**src/rtl/collision_scorer.sv**
```systemverilog
// rtl/collision_scorer.sv - runner/obstacle collision detector with BCD score and high score
module collision_scorer #(
  parameter int MAX_HEIGHT  = 19,
  parameter int GRACE_TICKS = 4
) (
  input  logic        clk,
  input  logic        resetn,
  input  logic        start,
  input  logic        move,
  input  logic        tick,
  input  logic [4:0]  runner_height,
  input  logic [1:0]  obstacle_col,
  output logic        stop_req,
  output logic        hit_pulse,
  output logic [15:0] score_bcd,
  output logic [15:0] high_bcd,
  output logic [1:0]  state_out
);

  localparam logic [1:0] ST_IDLE = 2'd0;
  localparam logic [1:0] ST_RUN  = 2'd1;
  localparam logic [1:0] ST_HIT  = 2'd2;
  localparam logic [1:0] ST_OVER = 2'd3;

  localparam int GW = (GRACE_TICKS < 1) ? 1 : $clog2(GRACE_TICKS + 1);

  logic [1:0]    state_q, state_d;
  logic [GW-1:0] grace_q, grace_d;
  logic [1:0]    prev_q, prev_d;
  logic [15:0]   score_q, score_d;
  logic [15:0]   high_q, high_d;

  logic [4:0] h_norm;
  logic       collide;
  logic       clear_evt;

  // Digit-serial BCD increment, holding at 9999.
  function automatic logic [15:0] bcd_inc(input logic [15:0] v);
    logic [15:0] r;
    logic        carry;
    r     = v;
    carry = 1'b1;
    if (v != 16'h9999) begin
      for (int i = 0; i < 4; i++) begin
        if (carry) begin
          if (v[i*4 +: 4] == 4'd9) begin
            r[i*4 +: 4] = 4'd0;
          end else begin
            r[i*4 +: 4] = v[i*4 +: 4] + 4'd1;
            carry       = 1'b0;
          end
        end
      end
    end
    return r;
  endfunction

  // Heights above the legal maximum come from datapath underflow and mean ground level.
  assign h_norm    = (runner_height > 5'(MAX_HEIGHT)) ? 5'd0 : runner_height;
  assign collide   = (obstacle_col != 2'd0) && (h_norm <= {3'b000, obstacle_col})
                     && (grace_q == '0);
  assign clear_evt = (prev_q != 2'd0) && (obstacle_col == 2'd0) && !collide;

  always_comb begin
    state_d = state_q;
    grace_d = grace_q;
    prev_d  = prev_q;
    score_d = score_q;
    high_d  = high_q;
    case (state_q)
      ST_IDLE: begin
        score_d = 16'h0000;
        if (!start && move) begin
          state_d = ST_RUN;
          grace_d = GW'(GRACE_TICKS);
          prev_d  = 2'd0;
        end
      end
      ST_RUN: begin
        if (start) begin
          state_d = ST_IDLE;
        end else if (tick) begin
          prev_d = obstacle_col;
          if (grace_q != '0) begin
            grace_d = grace_q - GW'(1);
          end
          if (collide) begin
            state_d = ST_HIT;
          end else if (clear_evt) begin
            score_d = bcd_inc(score_q);
          end
        end
      end
      ST_HIT: begin
        if (score_q > high_q) begin
          high_d = score_q;
        end
        state_d = start ? ST_IDLE : ST_OVER;
      end
      ST_OVER: begin
        if (start) begin
          state_d = ST_IDLE;
        end
      end
      default: state_d = ST_IDLE;
    endcase
  end

  always_ff @(posedge clk) begin
    if (!resetn) begin
      state_q <= ST_IDLE;
      grace_q <= '0;
      prev_q  <= 2'd0;
      score_q <= 16'h0000;
      high_q  <= 16'h0000;
    end else begin
      state_q <= state_d;
      grace_q <= grace_d;
      prev_q  <= prev_d;
      score_q <= score_d;
      high_q  <= high_d;
    end
  end

  assign hit_pulse = (state_q == ST_HIT);
  assign stop_req  = (state_q == ST_HIT) || (state_q == ST_OVER);
  assign score_bcd = score_q;
  assign high_bcd  = high_q;
  assign state_out = state_q;

endmodule

```
**config.mk**
```make
export PLATFORM = sky130hd
export DESIGN_NAME = collision_scorer
export DESIGN_NICKNAME = d
export VERILOG_FILES = /design/src/rtl/collision_scorer.sv
export SDC_FILE = /design/constraint.sdc
export NUM_CORES = 1
export LEC_CHECK = 0
export BUFFER_PORTS_ARGS = -buffer_cell sky130_fd_sc_hd__buf_2
export CORE_ASPECT_RATIO = 0.75
export CORE_MARGIN = 2
export CORE_UTILIZATION = 55
export DETAILED_ROUTE_END_ITERATION = 10
export PLACE_DENSITY = 0.8
export SLEW_MARGIN = 20
export SYNTH_ARGS = -nofsm -noshare
export SYNTH_HDL_FRONTEND = slang
export SYNTH_SLANG_ARGS = --single-unit
export TNS_END_PERCENT = 5
```
**constraint.sdc**
```tcl
create_clock -name clk -period 2.7 [get_ports clk]
set_input_delay 0.27 -clock clk [delete_from_list [all_inputs] [get_ports clk]]
set_output_delay 0.27 -clock clk [all_outputs]
set_load 0.005 [all_outputs]
```
Yosys cells after proc, flatten, opt, wreduce, memory -nomap -nowiden
Cells that the tools add are included.

operators by class
  $add $sub $neg = 5
  $mul = 0
  divide/modulo/power cells = 0
  order comparisons = 3
  eq/ne operators = 21
  shifts and indexed selects = 0
  multiplexer cells = 53
  bitwise gates (word level) = 0
  reductions and logical operators = 23

operators with widths
  cell                    count
  $mux W16                5
  $pmux W16 S2            1
  $mux W4                 7
  $mux W1                 23
  $ne A2 B2 Y1 const B    11
  $reduce_and A7 Y1       3
  $mux W2                 9
  $add A4 B1 Y4 const B   4
  $eq A4 B4 Y1 const B    4
  $gt A16 B16 Y1          1
  $ne A16 B16 Y1 const B  1
  $mux W3                 4
  $pmux W2 S4             1
  $reduce_and A4 Y1       2
  $ne A3 B3 Y1 const B    2
  $pmux W3 S2             1
  $reduce_and A6 Y1       1
  $reduce_bool A2 Y1      3
  $gt A5 B5 Y1 const B    1
  $le A5 B2 Y1            1
  $logic_and A1 B1 Y1     5
  $mux W5                 1
  $reduce_and A5 Y1       1
  $eq A2 B2 Y1 const B    2
  other kinds (9)         11

storage, ports and cells
  flip-flop bits (word level) = 39
  latch bits = 0
  memory bits (writable) = 0
  ROM bits = 0
  output and inout bits = 36
  word-level logic and storage cells = 113
  memories = 0

Longest topological paths before layout
Gate-level depths: netlist (run 1).

  depth in word-level cells = 33
  gate-level depth with buffers = 10
  depth with buffers taken out = 8

Least setup slack after synthesis (run 1)
OpenSTA, ideal clock, no wires.

  kind = register to register
  start = reg score_q[0] (netlist: score_bcd[0])
  end = reg high_q[10] (netlist: high_bcd[10])
  data arrival time = 2134 ps
  required time = 2628 ps
  slack = 495 ps
  stages on the path, launching flop included = 11
  buffers on the path = 2
  period minus slack after synthesis = 2205 ps
  cells stage by stage = dfxtp_1 > inv_1 > ha_1 > nor2b_1 > o211ai_1 > a2111oi_0 > a211o_1 > o21a_1 > clkbuf_1 > buf_2 > mux2i_1

between the ends
  longest elaborated chain between the ends = 2

RTL lines
  what                         RTL line  RTL
  start: declaration           30        logic [15:0] score_q, score_d;
  start signal: assignment     120       score_q <= score_d;
  $gt A16 B16 Y1               95        if (score_q > high_q) begin
  $reduce_and A2 Y1 (no line)  -
  end signal: assignment       121       high_q <= high_d;
  end: declaration             31        logic [15:0] high_q, high_d;

Every way passes these cells.
A chain may end at the register's enable or synchronous reset.

Final worst setup path (run 1)
  start = reg score_q[5] (netlist: score_bcd[5])
  end = reg score_q[15] (netlist: score_bcd[15])

between the ends
  longest elaborated chain between the ends = 18
  elaborated cells between the ends (all ways) = 20

RTL lines
  what                             RTL line  RTL
  $eq A4 B4 Y1                     46        if (v[i*4 +: 4] == 4'd9) begin
  $mux W1                          46
  $mux W1                          45        if (carry) begin
  $mux W1                          43        if (v != 16'h9999) begin
  $mux W1                          89        end else if (clear_evt) begin
  $mux W1                          87        if (collide) begin
  $mux W1                          82        end else if (tick) begin
  $mux W1                          80        if (start) begin
  (+2 left out)                    -
  $mux W1                          43
  $mux W1                          89
  $mux W1                          87
  $mux W1                          82
  $mux W1                          80
  $mux W1                          70        case (state_q)
  $ne A2 B2 Y1 (no line)           -
  $reduce_and A7 Y1 (no line) (*)  -

Every way passes the cells marked *; elsewhere a longest branch is shown, timed or not. The select of a mux whose other input is x is not followed.

==> flow_summary.yaml, run 1 <==
outcome:
  status: "finished, final reports clean"
clocking:
  cts_buffer_depth: 2
  ctsHoldBuffers: 0
  cts.clk_slew.worst_paths_ns: 0.08
  cts_tree: "done"
  clk_latency_ns: 0.29
  cts_max_level: 2
  post-cts-setup-buffer-count: 0
  numCtsBuffers: 5
  ctsResizeCount: 0
  cts_num_sinks: 39
  cts_root_buf: "clkbuf_8"
critical_path:
  r2r_end: "score_bcd[15]$_SDFFE_PN0P_"
  start_kind: "flop"
  reg2reg_slack_ns: 0.41
  startpoint: "score_bcd[5]$_SDFFE_PN0P_"
  r2r_start: "score_bcd[5]$_SDFFE_PN0P_"
  arrival_ns: 2.51
  crit_end: "score_bcd[15]$_SDFFE_PN0P_"
  endpoint_kind: "flop"
  rr_worst_depth: 8
  crit_path_max_fanout: 8
  cp.required_ns: 2.92
  critPathKind: "reg -> reg"
routing:
  drt_pass1_iterations: 5
  drt-total-wl_um: 5400
  drcViolationCount: 0
  via_count: 2124
  drt_iter0_markers: 181
  wire_per_inst_um: 13.7
  ant_nets: 0
  vias_per_cell: 5.38
final_layout:
  final_cell_mix: "47 x nand2_1, 47 x buf_2, 39 x dfxtp_1, 28 x ha_1, 27 x inv_1"
  drive_gt1_share_pct: 20.0
  nFillCells: 364
  layout.nets: 379
  num_antenna_cells: 0
  area_delta_synth_final_pct: 16.5
global_route:
  grt.total_usage_pct: 23.4
  antenna_found_initial: 0
  gr-total-overflow: 0
  grt_pass1_vias: 1861
  grt_start_max_net_pins: 53
  grt_pass1_wl_um: 8920
timing:
  setup_tns_ns: 0
  setup_viol: 0
  slew_violations: 0
  fin_crit_ns: 2.29
  rsz0062_at_grt: "false"
  relSlewSlack_pct: 42.3
  max_freq_mhz: 437
  fin_crit_sh_pct: 84.7
  hold_viol: 0
  fin_skew_ns: 0.00645
  worst_slew_pin_slew_ns: 0.866
floorplan:
  die_area_um2: 4970
  die_h_um: 61.5
  row_count: 20
  start_util_pct: 58.5
  core_um2: 4150
  ios: 48
  die_w_um: 80.7
synthesis:
  ys_ff_latch: 39
  synthXorXnorAreaFrac_pct: 1.80
  seq_area_frac_synth_pct: 32.1
  synth_cell_types: 44
  muxShareOfSynthArea_pct: 8.24
  synth_nets: 329
  synth_top_family_by_area: "simple AND/OR/NAND/NOR gates"
  postSynthAreaPerCell_um2: 8.40
  synthCells: 289
  synthAdderAreaFrac_pct: 14.4
  yosys.area_share.simple_pct: 25.1
  yosysWarnings: 0
  synth_compound_area_share_pct: 12.1
  syn_area_um2: 2430
power_and_ir_drop:
  peakVddDrop_uv: 253
  p_per_area_nw_per_um2: 391
  p_total_mw: 1.11
  leakage_nw: 1.24
placement:
  finalWeightedCongestion: 0.840
  dp_hpwl_um: 4050
  io_buffers: 47
hold_path:
  hold_path_class: "in -> reg"
job:
  drv_cap: 0
[where the power goes]
group,switching [mW],internal (mW)
Sequential,0.00976,0.583
Combinational,0.0691,0.0542
Clock,0.214,0.177
Total,0.292,0.815
[worst min path at each step]
stage                        startpoint                         to  slack [ns]  cells past startpoint
2_1_floorplan                     start  state_out[0]$_SDFFE_PN0P_        0.35                      1
3_3_place_gp   high_bcd[5]$_SDFFE_PN0P_   high_bcd[5]$_SDFFE_PN0P_        0.45                      2
3_5_place_dp   high_bcd[3]$_SDFFE_PN0P_   high_bcd[3]$_SDFFE_PN0P_        0.46                      2
4_1_cts                           start  state_out[0]$_SDFFE_PN0P_        0.20                      2
5_1_grt                           start  state_out[0]$_SDFFE_PN0P_        0.19                      2
6_report                          start  state_out[0]$_SDFFE_PN0P_        0.19                      2
[layer usage]
metal	vias to the layer above	share of wire, %	GRT usage [%]
li1	1089	-	-
met1	978	52	33.9
met2	53	43	36.2
met3	4	5.1	4.84
met4	0	0.44	5.08
met5	-	0	0
[final cells by class]
type	instances	area, um^2	share of cell area (%)
sequential	39	781	27.6
tap	55	68.8	2.43
clock inverter	3	15.0	0.531
clock buffer	5	68.8	2.43
multi-input combinational	211	1500	53.0
timing repair buffer	55	295	10.4
inverter	27	101	3.58
[stage by stage]
stage          cells  setup slack [ns]  cell area (um^2)  utilization, %  hold WS [ns]
5_1_grt          395             0.164              2830            68.1         0.191
3_5_place_dp     387             0.340              2750            66.1         0.461
3_3_place_gp     387             0.405              2750            66.1         0.454
2_1_floorplan    289             0.495              2430               -         0.346
4_1_cts          395             0.392              2830            68.1         0.197
6_report         395             0.413              2830            68.1         0.194
[worst max-delay path: stages, from the launching register on]
cell	delay [ns]
dfxtp_1	0.46
inv_1	0.08
ha_1	0.18
nand3b_1	0.18
nor3_1	0.13
a221oi_4	0.36
o21ai_2	0.18
or4_1	0.50
a21boi_1	0.15
[sequential cells by signal, summed over array words and instances (netlist names)]
register and flops:
state_out 2, prev_q 2, grace_q 3, score_bcd 16, high_bcd 16
[cell usage after synthesis]
master | instances | area share (%)
a21boi_0 | 1 | 0.31
or3_1 | 5 | 1.3
inv_1 | 27 | 4.2
xnor2_1 | 2 | 0.72
or4_4 | 1 | 0.46
or4_1 | 1 | 0.31
nand3_1 | 5 | 1.0
nand3b_1 | 10 | 3.1
nor4_1 | 1 | 0.26
buf_2 | 2 | 0.41
nor3_1 | 4 | 0.82
a2111oi_0 | 2 | 0.72
or4b_1 | 1 | 0.41
a21oi_1 | 6 | 1.2
a221oi_1 | 1 | 0.36
o32ai_1 | 2 | 0.72
a21oi_4 | 1 | 0.67
nor4bb_1 | 1 | 0.41
nor2_1 | 16 | 2.5
dfxtp_1 | 39 | 32
o211ai_1 | 1 | 0.31
xor2_1 | 3 | 1.1
nand2b_1 | 3 | 0.77
o21a_1 | 5 | 1.5
nor2b_1 | 8 | 2.1
o21ai_2 | 1 | 0.36
nand2_1 | 47 | 7.3
o21ai_1 | 1 | 0.21
nor3b_1 | 1 | 0.31
and3_1 | 4 | 1.0
clkbuf_1 | 10 | 1.5
a22oi_1 | 1 | 0.31
a21boi_1 | 4 | 1.2
a211oi_1 | 1 | 0.31
a211o_1 | 1 | 0.36
ha_1 | 28 | 14
nand4_1 | 7 | 1.8
o31a_1 | 1 | 0.36
and2_1 | 3 | 0.77
mux2i_1 | 20 | 8.2
nand2b_4 | 1 | 0.57
a221oi_4 | 1 | 1.1
o21ai_0 | 6 | 1.2
o22ai_1 | 3 | 0.77
[kinds of logic after synthesis]
logic type      count (synthesis)
simple gates                  119
compound gates                 39
buf+inv                        39
fa+ha+maj                      28
xor+xnor                        5
flops                          39
mux                            20
Note: power is estimated with default switching activity, not from simulation.
==> run 2, diff against run 1 <==
CORE_UTILIZATION = 50   (was 55)
PLACE_DENSITY = 0.76   (was 0.8)
clock period = 2 ns   (was 2.7 ns; I/O delays follow)
==> flow_summary.yaml, run 2 (synthesis gave the netlist of run 1 again) <==
outcome:
  status: "finished, violations left"
  failed_checks: "setup timing"
critical_path:
  max_stage_delay_ns: 0.56
  reg2reg_slack_ns: -0.22
  worstPathBufferInverterCount: 2
  cp_slowest_cell: "or4_1"
  startpoint: "score_bcd[5]$_SDFFE_PN0P_"
  critPathTopFamily: "simple AND/OR/NAND/NOR gates"
  arrival_ns: 2.45
  critPathKind: "reg -> reg"
  rr_worst_depth: 9
  crit_chain: "inv_2, ha_4, nand3b_1, buf_4, nor3_4, a221oi_4, o21ai_4, or4_1, a21boi_1"
  r2r_end: "score_bcd[15]$_SDFFE_PN0P_"
  cp.required_ns: 2.23
  endpoint_kind: "flop"
  path_depth: 9
  start_kind: "flop"
  crit_end: "score_bcd[15]$_SDFFE_PN0P_"
  crit_path_max_fanout: 7
  r2r_start: "score_bcd[5]$_SDFFE_PN0P_"
routing:
  met3_length_um: 470
  via_count: 2447
  wl_met2_um: 3310
  wire_per_inst_um: 16.0
  maxUsedRoutingLayer: "met4"
  drt-total-wl_um: 7100
  ant_nets: 0
  drcViolationCount: 0
  vias_per_cell: 5.50
  drt_iter0_markers: 161
  wl_met1_um: 3140
  drt_pass1_iterations: 7
global_route:
  grt_pass1_vias: 2266
  grt_pass1_wl_um: 10400
  gr-total-overflow: 0
  grt_start_max_net_pins: 25
  grt.total_usage_pct: 24.4
  antenna_found_initial: 0
timing:
  hold_viol: 0
  relSlewSlack_pct: 68.0
  rsz0062_at_grt: "true"
  fin_crit_sh_pct: 111
  setup_tns_ns: -1.09
  fin_skew_ns: 0.00466
  setup_viol: 27
  max_freq_mhz: 451
  worst_slew_pin_slew_ns: 0.480
  setup_slack_ns: -0.218
  slew_violations: 0
  fin_crit_ns: 2.22
final_layout:
  mostFrequentLayoutCell: "buf_4"
  layout.nets: 429
  final_core_util_pct: 76.3
  final_cell_mix: "54 x buf_4, 47 x nand2_1, 47 x buf_2, 20 x inv_1"
  drive_gt1_share_pct: 42.8
  nFillCells: 299
  area_delta_synth_final_pct: 43.6
  fin_area_um2: 3490
  num_antenna_cells: 0
floorplan:
  start_util_pct: 53.1
  core_um2: 4570
  die_h_um: 64.4
  die_area_um2: 5440
  row_count: 21
  die_w_um: 84.5
  ios: 48
clocking:
  cts_tree: "done"
  cts_buffer_depth: 2
  clk_latency_ns: 0.30
  cts_max_level: 2
  cts_num_sinks: 39
  cts_root_buf: "clkbuf_8"
  cts.clk_slew.worst_paths_ns: 0.07
  numCtsBuffers: 5
power_and_ir_drop:
  leakage_nw: 1.56
  peakVddDrop_uv: 452
  p_per_area_nw_per_um2: 436
  p_total_mw: 1.52
hold_path:
  hold_path_class: "in -> reg"
  hp-start: "start"
  hold-path-cell-count: 3
placement:
  dp_hpwl_um: 4590
  finalWeightedCongestion: 0.872
  placed_area_um2: 3060
  io_buffers: 47
  pre_cts_ws_ns: -0.155
job:
  drv_cap: 0
==> run 2: cell types whose count changed in the layout (fill, tap and decap cells not counted), sizes merged <==
cell,previous run,this run
buf,55,104
clkinv,3,0
clkbuf,5,7
==> run 2: cell type report <==
class	instances	area [um^2]	area share, %
Multi-Input combinational cell	211	1710	49.0
Sequential cell	39	815	23.4
Timing Repair Buffer	105	717	20.6
Inverter	27	101	2.91
Clock buffer	6	72.6	2.08
Tap cell	57	71.3	2.05
==> run 2: worst min path at each step <==
| stage | end | slack [ns] |
|---|---|---|
| after CTS | state_out[1]$_SDFFE_PN0P_ | 0.18 |
| final | state_out[1]$_SDFFE_PN0P_ | 0.18 |
| after detailed placement | high_bcd[2]$_SDFFE_PN0P_ | 0.46 |
| after global routing | state_out[0]$_SDFFE_PN0P_ | 0.19 |
| after floorplan | state_out[0]$_SDFFE_PN0P_ | 0.28 |
| after global placement | high_bcd[5]$_SDFFE_PN0P_ | 0.45 |
==> run 2: per-stage QoR <==
stage               hold WS (ns)  instances
finish                     0.183        445
global route               0.186        445
CTS                        0.182        433
detailed placement         0.463        427
global placement           0.453        427
floorplan                  0.276        289
==> run 2: routing by layer <==
| metal | up-vias | GRT usage (%) |
|---|---|---|
| met2 | 93 | 40.5 |
| met3 | 24 | 4.78 |
| met1 | 1133 | 32.1 |
| met5 | - | 0 |
| met4 | 0 | 7.94 |
| li1 | 1197 | - |
==> run 2: timing repair <==
item,CTS,global route
pin swaps,6,20
endpoints found under the setup margin,23,30
hold buffers,0,0
cloned,0,1
gates resized for setup,12,49
setup buffers,0,12
==> run 2: worst register-to-register path: stages, from the launching register on <==
cell and delay, ns:
dfxtp_4 0.37, inv_2 0.04, ha_4 0.15, nand3b_1 0.19
buf_4 0.17, nor3_4 0.05, a221oi_4 0.32, o21ai_4 0.13
or4_1 0.56, a21boi_1 0.16
==> run 2: report_power, final <==
group          internal (mW)  switching, mW  total (mW)
Clock                  0.232          0.269       0.501
Combinational          0.110          0.116       0.226
Sequential             0.784        0.00978       0.794
==> run 3, diff against run 2 <==
CORE_MARGIN = default   (was 2)
CTS_BUF_LIST = sky130_fd_sc_hd__clkbuf_16   (was default)
==> flow_summary.yaml, run 3 (synthesis gave the netlist of run 1 again) <==
clocking:
  numCtsBuffers: 5
  cts_tree: "done"
  cts_buffer_depth: 2
  ctsHoldBuffers: 0
  cts_max_level: 2
  cts_num_sinks: 39
  cts_root_buf: "clkbuf_16"
  clk_latency_ns: 0.28
  cts.clk_slew.worst_paths_ns: 0.06
floorplan:
  row_count: 21
  die_h_um: 62.4
  start_util_pct: 53.1
  die_area_um2: 5140
  ios: 48
  core_um2: 4570
  die_w_um: 82.5
final_layout:
  layout.nets: 419
  multi_input_area_um2: 1620
  seq_area_um2: 805
  area_delta_synth_final_pct: 39.3
  mostFrequentLayoutCell: "buf_2"
  num_antenna_cells: 0
  drive_gt1_share_pct: 36.1
  nFillCells: 365
  final_cell_mix: "47 x buf_2, 46 x nand2_1, 44 x buf_4, 24 x dfxtp_1, 23 x inv_1"
  fin_cells: 436
timing:
  max_freq_mhz: 472
  setup_slack_ns: -0.120
  fin_crit_sh_pct: 106
  fin_skew_ns: 0.00681
  fin_crit_ns: 2.12
  worst_slew_pin_slew_ns: 0.460
  setup_viol: 18
  hold_viol: 0
  slew_violations: 0
  relSlewSlack_pct: 68.5
  rsz0062_at_grt: "true"
routing:
  drt_pass1_iterations: 4
  via_count: 2373
  drt_iter0_markers: 106
  drcViolationCount: 0
  ant_nets: 0
  vias_per_cell: 5.44
  drt-total-wl_um: 6520
  wire_per_inst_um: 15.0
critical_path:
  r2r_end: "high_bcd[1]$_SDFFE_PN0P_"
  start_kind: "flop"
  arrival_ns: 2.32
  crit_end: "high_bcd[1]$_SDFFE_PN0P_"
  critPathKind: "reg -> reg"
  r2r_start: "high_bcd[7]$_SDFFE_PN0P_"
  endpoint_kind: "flop"
  reg2reg_slack_ns: -0.12
  rr_worst_depth: 8
  startpoint: "high_bcd[7]$_SDFFE_PN0P_"
  cp.required_ns: 2.20
  crit_path_max_fanout: 6
job:
  drv_cap: 0
global_route:
  gr-total-overflow: 0
  grt_pass1_vias: 2244
  antenna_found_initial: 0
  grt.total_usage_pct: 26.8
  grt_start_max_net_pins: 30
  grt_pass1_wl_um: 10500
placement:
  dp_hpwl_um: 4610
  io_buffers: 47
  dp_cells: 426
  finalWeightedCongestion: 0.851
  pre_cts_ws_ns: -0.402
power_and_ir_drop:
  leakage_nw: 1.51
  p_per_area_nw_per_um2: 521
  peakVddDrop_uv: 425
outcome:
  failed_checks: "setup timing"
  status: "finished, violations left"
hold_path:
  hold_path_class: "in -> reg"
==> run 3: changes by cell type in the layout (fill, tap and decap cells not counted), moves of 3 or more <==
cell,before,now
buf_4,54,44
dfxtp_1,18,24
clkbuf_8,5,0
dfxtp_2,18,13
clkbuf_16,1,5
ha_1,18,22
ha_4,10,6
inv_1,20,23
inv_2,7,4
==> run 3: per-stage QoR <==
stage               area (um^2)  utilization [%]  setup TNS (ns)  hold WS, ns  total power [mW]
floorplan                  2450                -         -0.0946        0.276             0.932
global placement           3070             67.0           -1.45        0.453              1.01
detailed placement         3070             67.0           -6.17        0.460              1.01
CTS                        3360             73.5          -0.939        0.204              1.76
global route               3380             74.0           -2.94        0.222              1.83
finish                     3380             74.0           -1.17        0.209              1.76
==> run 3: worst min-delay path by stage <==
stage	startpoint	end	slack, ns	cells after the start
after floorplan	start	state_out[0]$_SDFFE_PN0P_	0.28	1
after global placement	high_bcd[13]$_SDFFE_PN0P_	high_bcd[13]$_SDFFE_PN0P_	0.45	2
after detailed placement	high_bcd[13]$_SDFFE_PN0P_	high_bcd[13]$_SDFFE_PN0P_	0.46	2
after CTS	start	state_out[1]$_SDFFE_PN0P_	0.20	3
after global routing	start	state_out[1]$_SDFFE_PN0P_	0.22	3
final	start	state_out[1]$_SDFFE_PN0P_	0.21	3
==> run 3: layout make-up <==
| type | count | area share, % |
|---|---|---|
| timing repair buffer | 95 | 19.3 |
| sequential | 39 | 23.8 |
| multi-input combinational | 211 | 47.8 |
| clock inverter | 2 | 0.259 |
| clock buffer | 5 | 3.70 |
| tap | 57 | 2.11 |
| inverter | 27 | 3.00 |
==> run 3: metal layers <==
layer,vias up,wire [um],GRT usage [%]
met5,-,0,0
met4,0,49,6.58
met3,5,261,4.85
met2,63,3100,44.1
met1,1127,3110,35.8
li1,1178,-,-
==> run 3: timing repair <==
action | in CTS | in global routing
pin swaps | 9 | 8
gates resized for setup | 25 | 10
gates cloned | 1 | 0
endpoints found under the setup margin | 23 | 24
setup buffers | 1 | 1
==> run 3: critical path, cell delays in order, from the launching register on <==
cell	delay, ns
dfxtp_2	0.34
inv_2	0.05
ha_4	0.26
nand4_1	0.22
a2111oi_4	0.41
a211o_1	0.20
o21a_4	0.20
buf_12	0.14
mux2i_1	0.21
==> run 3: power breakdown <==
part,switching [mW],leakage (nW),internal [mW]
sequential,0.0104,0.323,0.786
combinational,0.109,1.12,0.101
clock,0.308,0.0671,0.448
